**src/rtl/rdid_pkg.sv**
```systemverilog
// Shared definitions for the RDID responder and the master-side ID compare logic.
// Holds the state encoding, the RDID opcode and the default JEDEC ID bytes.
package rdid_pkg;

   typedef enum logic [1:0] {
      IDLE,
      CMD,
      RESP,
      IGNORE
   } rdid_state_t;

   localparam logic [7:0] RDID_OPCODE  = 8'h9F;
   localparam logic [7:0] DEF_MAN_ID   = 8'h20;
   localparam logic [7:0] DEF_MEM_TYPE = 8'h20;
   localparam logic [7:0] DEF_MEM_CAP  = 8'h15;

   // The response is a repeating three-byte sequence: 0, 1, 2, 0, ...
   function automatic logic [1:0] next_byte_idx(input logic [1:0] idx);
      return (idx == 2'd2) ? 2'd0 : idx + 2'd1;
   endfunction

endpackage

```
**src/rtl/spi_input_sync.sv**
```systemverilog
// N-stage synchronizer for one asynchronous SPI pin, with single-cycle
// rise/fall pulses derived from the synchronized level.
module spi_input_sync #(
   parameter int   STAGES    = 2,
   parameter logic RESET_VAL = 1'b0
) (
   input  logic clk,
   input  logic reset,
   input  logic d,
   output logic q,
   output logic rise,
   output logic fall
);

   logic [STAGES-1:0] chain;
   logic              q_prev;

   // NOTE: non-blocking assignments make every stage take the previous stage's
   // old value, so the chain really is STAGES flops deep.
   always_ff @(posedge clk or posedge reset) begin
      if (reset) begin
         chain  <= {STAGES{RESET_VAL}};
         q_prev <= RESET_VAL;
      end else begin
         chain  <= {chain[STAGES-2:0], d};
         q_prev <= chain[STAGES-1];
      end
   end

   assign q    = chain[STAGES-1];
   assign rise = q & ~q_prev;
   assign fall = ~q & q_prev;

endmodule

```
**src/rtl/spi_rdid_responder.sv**
```systemverilog
// SPI mode-0 slave that answers the RDID opcode with manufacturer ID, memory
// type and capacity, oversampling the SPI pins in the CCLK domain.
module spi_rdid_responder
   import rdid_pkg::*;
#(
   parameter logic [7:0] MAN_ID      = DEF_MAN_ID,
   parameter logic [7:0] MEM_TYPE    = DEF_MEM_TYPE,
   parameter logic [7:0] MEM_CAP     = DEF_MEM_CAP,
   parameter logic [7:0] RDID_CMD    = RDID_OPCODE,
   parameter int         SYNC_STAGES = 2
) (
   input  logic       CCLK,
   input  logic       reset,
   input  logic       SPICLK,
   input  logic       SPIMOSI,
   input  logic       SPISF,
   output logic       SPIMISO,
   output logic       miso_oe,
   output logic       busy,
   output logic       cmd_valid,
   output logic [7:0] last_cmd,
   output logic [7:0] rdid_count
);

   logic sck_sync, sck_rise, sck_fall;
   logic mosi_sync, mosi_rise_unused, mosi_fall_unused;
   logic sf_sync, sf_rise_unused, sf_fall_unused;

   spi_input_sync #(.STAGES(SYNC_STAGES), .RESET_VAL(1'b0)) u_sck_sync (
      .clk(CCLK), .reset(reset), .d(SPICLK),
      .q(sck_sync), .rise(sck_rise), .fall(sck_fall)
   );

   spi_input_sync #(.STAGES(SYNC_STAGES), .RESET_VAL(1'b0)) u_mosi_sync (
      .clk(CCLK), .reset(reset), .d(SPIMOSI),
      .q(mosi_sync), .rise(mosi_rise_unused), .fall(mosi_fall_unused)
   );

   spi_input_sync #(.STAGES(SYNC_STAGES), .RESET_VAL(1'b1)) u_sf_sync (
      .clk(CCLK), .reset(reset), .d(SPISF),
      .q(sf_sync), .rise(sf_rise_unused), .fall(sf_fall_unused)
   );

   assign busy = ~sf_sync;

   rdid_state_t state;
   logic [2:0]  bit_cnt;
   logic [7:0]  cmd_sr;
   logic [1:0]  byte_idx;
   logic [2:0]  bit_idx;
   logic [7:0]  next_cmd;
   logic [7:0]  resp_byte;

   assign next_cmd = {cmd_sr[6:0], mosi_sync};

   // NOTE: the default arm keeps this purely combinational; a missing arm
   // would infer a latch on resp_byte.
   always_comb begin
      case (byte_idx)
         2'd0:    resp_byte = MAN_ID;
         2'd1:    resp_byte = MEM_TYPE;
         default: resp_byte = MEM_CAP;
      endcase
   end

   always_ff @(posedge CCLK or posedge reset) begin
      if (reset) begin
         state      <= IDLE;
         bit_cnt    <= 3'd0;
         cmd_sr     <= 8'h00;
         byte_idx   <= 2'd0;
         bit_idx    <= 3'd7;
         SPIMISO    <= 1'b0;
         miso_oe    <= 1'b0;
         cmd_valid  <= 1'b0;
         last_cmd   <= 8'h00;
         rdid_count <= 8'h00;
      end else begin
         cmd_valid <= 1'b0;
         // Deselect is checked first so it beats a coincident SPICLK edge.
         if (sf_sync) begin
            state    <= IDLE;
            bit_cnt  <= 3'd0;
            byte_idx <= 2'd0;
            bit_idx  <= 3'd7;
            SPIMISO  <= 1'b0;
            miso_oe  <= 1'b0;
         end else begin
            case (state)
               IDLE: begin
                  state   <= CMD;
                  bit_cnt <= 3'd0;
               end
               CMD: begin
                  if (sck_rise) begin
                     cmd_sr  <= next_cmd;
                     bit_cnt <= bit_cnt + 3'd1;
                     if (bit_cnt == 3'd7) begin
                        last_cmd  <= next_cmd;
                        cmd_valid <= 1'b1;
                        if (next_cmd == RDID_CMD) begin
                           rdid_count <= rdid_count + 8'd1;
                           byte_idx   <= 2'd0;
                           bit_idx    <= 3'd7;
                           state      <= RESP;
                        end else begin
                           state <= IGNORE;
                        end
                     end
                  end
               end
               RESP: begin
                  if (sck_fall) begin
                     miso_oe <= 1'b1;
                     SPIMISO <= resp_byte[bit_idx];
                     bit_idx <= bit_idx - 3'd1;
                     if (bit_idx == 3'd0) byte_idx <= next_byte_idx(byte_idx);
                  end
               end
               IGNORE: begin
                  SPIMISO <= 1'b0;
                  miso_oe <= 1'b0;
               end
               default: state <= IDLE;
            endcase
         end
      end
   end

endmodule

```
**config.mk**
```make
export PLATFORM = sky130hd
export DESIGN_NAME = spi_rdid_responder
export DESIGN_NICKNAME = d
export VERILOG_FILES = /design/src/rtl/rdid_pkg.sv /design/src/rtl/spi_input_sync.sv /design/src/rtl/spi_rdid_responder.sv
export SDC_FILE = /design/constraint.sdc
export NUM_CORES = 1
export LEC_CHECK = 0
export ABC_CLOCK_PERIOD_IN_PS = 1620
export BUFFER_PORTS_ARGS = -buffer_cell sky130_fd_sc_hd__buf_4
export CAP_MARGIN = 10
export CORE_MARGIN = 3
export CORE_UTILIZATION = 51
export DETAILED_ROUTE_END_ITERATION = 7
export GPL_ROUTABILITY_DRIVEN = 0
export PLACE_DENSITY_LB_ADDON = 0.2
export SLEW_MARGIN = 20
export SYNTH_ARGS = -nofsm -noshare
export SYNTH_HDL_FRONTEND = slang
export SYNTH_SLANG_ARGS = --single-unit
```
**constraint.sdc**
```tcl
create_clock -name CCLK -period 1.62 [get_ports CCLK]
set_input_delay 0.081 -clock CCLK [delete_from_list [all_inputs] [get_ports CCLK]]
set_output_delay 0.081 -clock CCLK [all_outputs]
set_load 0.02 [all_outputs]
```
# Word level (Yosys, flattened, before mapping)
# Cells that the tools add are included.
# totals
register_bits	43
latch_bits	0
mem_bits_rw	0
romBits	0
in_bits	5
out_inout_bits	20
word_cells	86
mem_count	0
# op_classes
add_sub_neg	4
n_mul	0
n_div	0
magnitude_cmp	1
eq_ne	12
n_shift	0
mux	35
bitwise_logic	5
reduce_logical	15
# op_table
operator	n
$mux 3	7
$mux 2	10
$ne 3x2->1 const B	5
$pmux 3 s2	2
$mux 1	10
$reduce_and 5->1	2
$reduce_bool 3->1	3
$add 8x1->8 const B	1
$eq 8x8->1 const B	1
$pmux 2 s2	2
$eq 2x2->1 const B	3
$mux 6	1
$reduce_and 3->1	2
$reduce_and 6->1	1
$eq 2x1->1 const B	2
$logic_not 2->1	2
$lt 3x4->1 const B	1
$pmux 1 s2	2
$reduce_and 2->1	2
$reduce_and 4->1	1
$add 3x1->3 const B	1
$bmux 1 s3	1
$eq 3x3->1 const B	1
$logic_not 3->1	1
5 further kinds	8

# Depth between registers and ports, before layout
# depth
word_depth	8
mapped_depth	7
mapped_depth_nobuf	6

# By module
# From an unflattened synthesis, not the netlist that was laid out.
# hier_totals
cells_unflattened	160
area_unflattened_um2	2015.7
# modules_own_cells
module	n_inst	cells_each	area_each_um2	seq_area_each_um2
spi_rdid_responder	1	142	1730.4	904.6
spi_input_sync (u_mosi_sync ...)	2	6	93.8	75.1
spi_input_sync (u_sf_sync)	1	6	97.6	78.8

# Worst setup path after synthesis
# Ideal clock, no wire load.
# synth_timing
path_type	register to register
startpoint	register bit_cnt[0]
endpoint	register rdid_count[1]
setup_time_ns	0.127
arrival_time_ns	1.564
required_ns	1.493
path_slack_ns	-0.072
path_stages_with_launch	7
n_path_buf	0
synth_period_minus_slack_ns	1.692
cell_sequence	dfrtp_1 -> ha_1 -> ha_1 -> and3b_1 -> and3_4 -> and2_4 -> mux2_1
# synth_via
elab_chain_cells	2
# synth_lines
item	line	text
from (decl)	spi_rdid_responder.sv:47	logic [2:0] bit_cnt;
from (signal assigned)	spi_rdid_responder.sv:97	bit_cnt <= bit_cnt + 3'd1;
$eq 3x3->1	spi_rdid_responder.sv:98	if (bit_cnt == 3'd7) begin
$reduce_and 5->1 (no line)	--	
to (signal assigned)	spi_rdid_responder.sv:102	rdid_count <= rdid_count + 8'd1;
to (decl)	spi_rdid_responder.sv:22	output logic [7:0] rdid_count
# No other way between the ends.
# A chain may end at the register's enable or synchronous reset.

# Final worst setup path
# Ends and elaborated chain as after synthesis.

==> metrics <==
WL per Instance 14.8 µm; antenna violations before repair 0; multi-input logic area 960 µm²; Yosys warning count 0; Die ar. 4710 µm²; Final Non-Filler Cells 273; Final Skew 0.00517 ns; worst-path maximum fanout 4; pwr dens 757 nW/µm²; FP Rows 22; ant diodes 0; Die H 68.6 µm; hold-critical path depth 0; router iterations before antenna repair 4; maximum clock rate 0.602 GHz; CP endpoint kind register; Hold Path Origin u_mosi_sync.chain[0]; Total Routed Length 4040 µm; post-route ant nets 0; Final setup violation count 10; syn_area_per_cell 11.6 µm²; Starting Density 0.538; root buf cell clkbuf_8; number of port buffers 24; peak supply drop 0.585 mV; vias after detailed routing 1,458; GR Overflow Total 0; Clock Tree Buf Depth 2; final core utilization 0.703; fillers 264; layout cells sized above 1 0.391; GRT Resource Usage Total 0.197; Startpoint Class register; hold path endpoint u_mosi_sync.chain[1]; dpl cells 259; Skew-Pair Late Insertion Delay 0.30 ns; global-route wire length before repair 6730 µm; Final Cycle Share 1.02; DRC viols 0; Seq/Total Area, Yosys 0.541; CTS tree yes; FF-to-FF End rdid_count[1]; ranking of synthesized cells by area dfrtp_1 (48%), dfstp_2 (6.6%), ha_1 (6.3%); Slew headroom 0.653; outcome finished with violations; Die Wd 68.6 µm; Final Max Slew Viols 0; Yosys reg bits 43; H-Tree Depth 2; crit-path cells ha_2 > ha_4 > and3b_1 > and3_4 > and2_4 > mux2_4; synthesis-to-layout area growth 30.6%; synth unique cells 40; failing checks setup timing; Final HPWL DP 2850 µm; FF-to-FF Start bit_cnt[0]; commonest non-fill, non-tap cells in the layout buf_4 (42), dfrtp_1 (38), nand2_1 (31); max cap viols 0; vias in the first global route 1,413; Setup CP Type register to register; largest net degree at the start of global routing 44; Core ar. 3720 µm²; worst slew pin tran 0.521 ns; share of the synthesized area in the top cell type 0.475; Crit path largest cell delay 0.39 ns; total CTS buffers 5; sequential cell area 1080 µm²; mapped cell area 2000 µm²; Hold Crit Class register to register; I/O pins 25; static leakage 0.00130 µW; vias per inst 5.34; crit path DAT 1.85 ns; Crit-path slowest cell dfrtp_1; Syn Inst Count 173; min cycle time layout 1.66 ns; Clock Sinks 43; RSZ-0062 raised after global routing yes; reg-to-reg slack, setup -0.04 ns; Setup WS post-layout -0.0398 ns; most common cell after layout, fill and taps aside buf_4; drt initial violations 82; reg2reg path depth 6; clock transition at the registers of the reported paths 0.08 ns; CP required 1.81 ns; Net Count, Synth 188; largest area contributor in the netlist dfrtp_1; post-layout net count 239; final hold viol count 0
-- layer usage --
metal | GRT usage | up-vias | routed length (µm)
met5 | 0 | - | 0
met4 | 0.0670 | 0 | 82
met3 | 0.0600 | 9 | 213
met2 | 0.312 | 37 | 1950
met1 | 0.256 | 716 | 1790
li1 | - | 696 | -
-- area by class of cell --
type | instances | share of cell area
timing repair buffer | 49 | 0.150
clock buffer | 6 | 0.0278
multi-input combinational | 116 | 0.367
sequential | 43 | 0.414
tap | 48 | 0.0230
clock inverter | 2 | 0.00479
inverter | 9 | 0.0129
-- how the worst max path moves through the flow --
stage                    start             to  slack, ns
floorplan           bit_cnt[0]  rdid_count[1]      -0.01
CTS                 bit_cnt[0]  rdid_count[1]      -0.03
global placement    bit_cnt[1]  rdid_count[1]      -0.01
detailed placement  bit_cnt[1]  rdid_count[1]      -0.07
finish              bit_cnt[0]  rdid_count[1]      -0.04
global route          state[1]  rdid_count[7]      -0.11
-- power breakdown --
| group | switching (µW) | internal (µW) | leakage (µW) |
|---|---|---|---|
| Combinational | 86.3 | 74.4 | 0.000689 |
| Clock | 347 | 301 | 0.0000412 |
| Sequential | 51.4 | 1120 | 0.000567 |
-- logic make-up (layout without fill, tap and decap cells) --
group                    count (synthesis)  count (layout)  synth area share
XOR/XNOR                                 7               7            0.0306
AND/OR/NAND/NOR                         70              70             0.203
multiplexers                             9               9            0.0507
adder cells (fa/ha/maj)                 10              10            0.0625
buffers and inverters                   14              66            0.0394
AO/OA/AOI/OAI                           20              20            0.0726
flip-flops                              43              43             0.541
-- metrics by stage --
step           power, µW  hold WS [ns]  area [µm²]  TNS, ns  setup slack (ns)
3_5_place_dp        1320         0.192        2360   -0.615           -0.0664
3_3_place_gp        1310         0.192        2360  -0.0146           -0.0146
2_1_floorplan       1270        0.0855        2020  -0.0143           -0.0143
5_1_grt             2080         0.364        2610    -1.47            -0.106
6_report            1980         0.357        2610   -0.170           -0.0398
4_1_cts             1990         0.359        2560  -0.0971           -0.0350
-- sequential cells by signal, indices dropped and copies added, names as in the netlist, 2 cells and up --
| register | count |
|---|---|
| last_cmd | 8 |
| rdid_count | 8 |
| cmd_sr | 7 |
| bit_cnt | 3 |
| bit_idx | 3 |
| byte_idx | 2 |
| state | 2 |
| u_mosi_sync.chain | 2 |
| u_sck_sync.chain | 2 |
| u_sf_sync.chain | 2 |
-- cells in the mapped netlist --
master / count
a221o_1: 1
nand3_1: 6
xnor2_1: 5
a21oi_1: 4
mux2_1: 1
nand4_1: 5
xor2_1: 2
clkbuf_1: 1
nand4bb_4: 1
o21a_1: 1
and3_4: 1
nand2_1: 31
o21ai_0: 2
o21ai_2: 1
nor2b_1: 4
dfrtp_1: 38
o31ai_1: 1
a22o_1: 1
buf_4: 1
a31oi_1: 1
a22oi_1: 1
buf_6: 3
a41oi_1: 3
and3_1: 3
nor2_1: 5
a211oi_1: 2
inv_1: 9
nand4bb_1: 2
and3b_1: 1
ha_1: 10
a311oi_1: 1
dfstp_2: 5
nor3_1: 1
and2b_2: 2
and4bb_2: 1
a221oi_1: 1
mux2_2: 8
and2_4: 1
nor4_4: 1
nand2b_1: 5
-- critical path: cells and delay by family, from the launching register on --
kind	cells	cell delay, ns
DFF	1	0.39
adders and majority gates	2	0.35
muxes	1	0.29
and+or+nand+nor	3	0.52
-- what timing repair did --
| action | CTS | global route |
|---|---|---|
| gates cloned | 0 | 0 |
| buffers inserted | 3 | 0 |
| pin swaps | 9 | 2 |
| endpoints found under the setup margin | 21 | 24 |
| gates resized for setup | 14 | 9 |
| hold endpoints to repair | 41 | 0 |
| hold buffers | 4 | 0 |
Power figures use the tool's default switching activity.
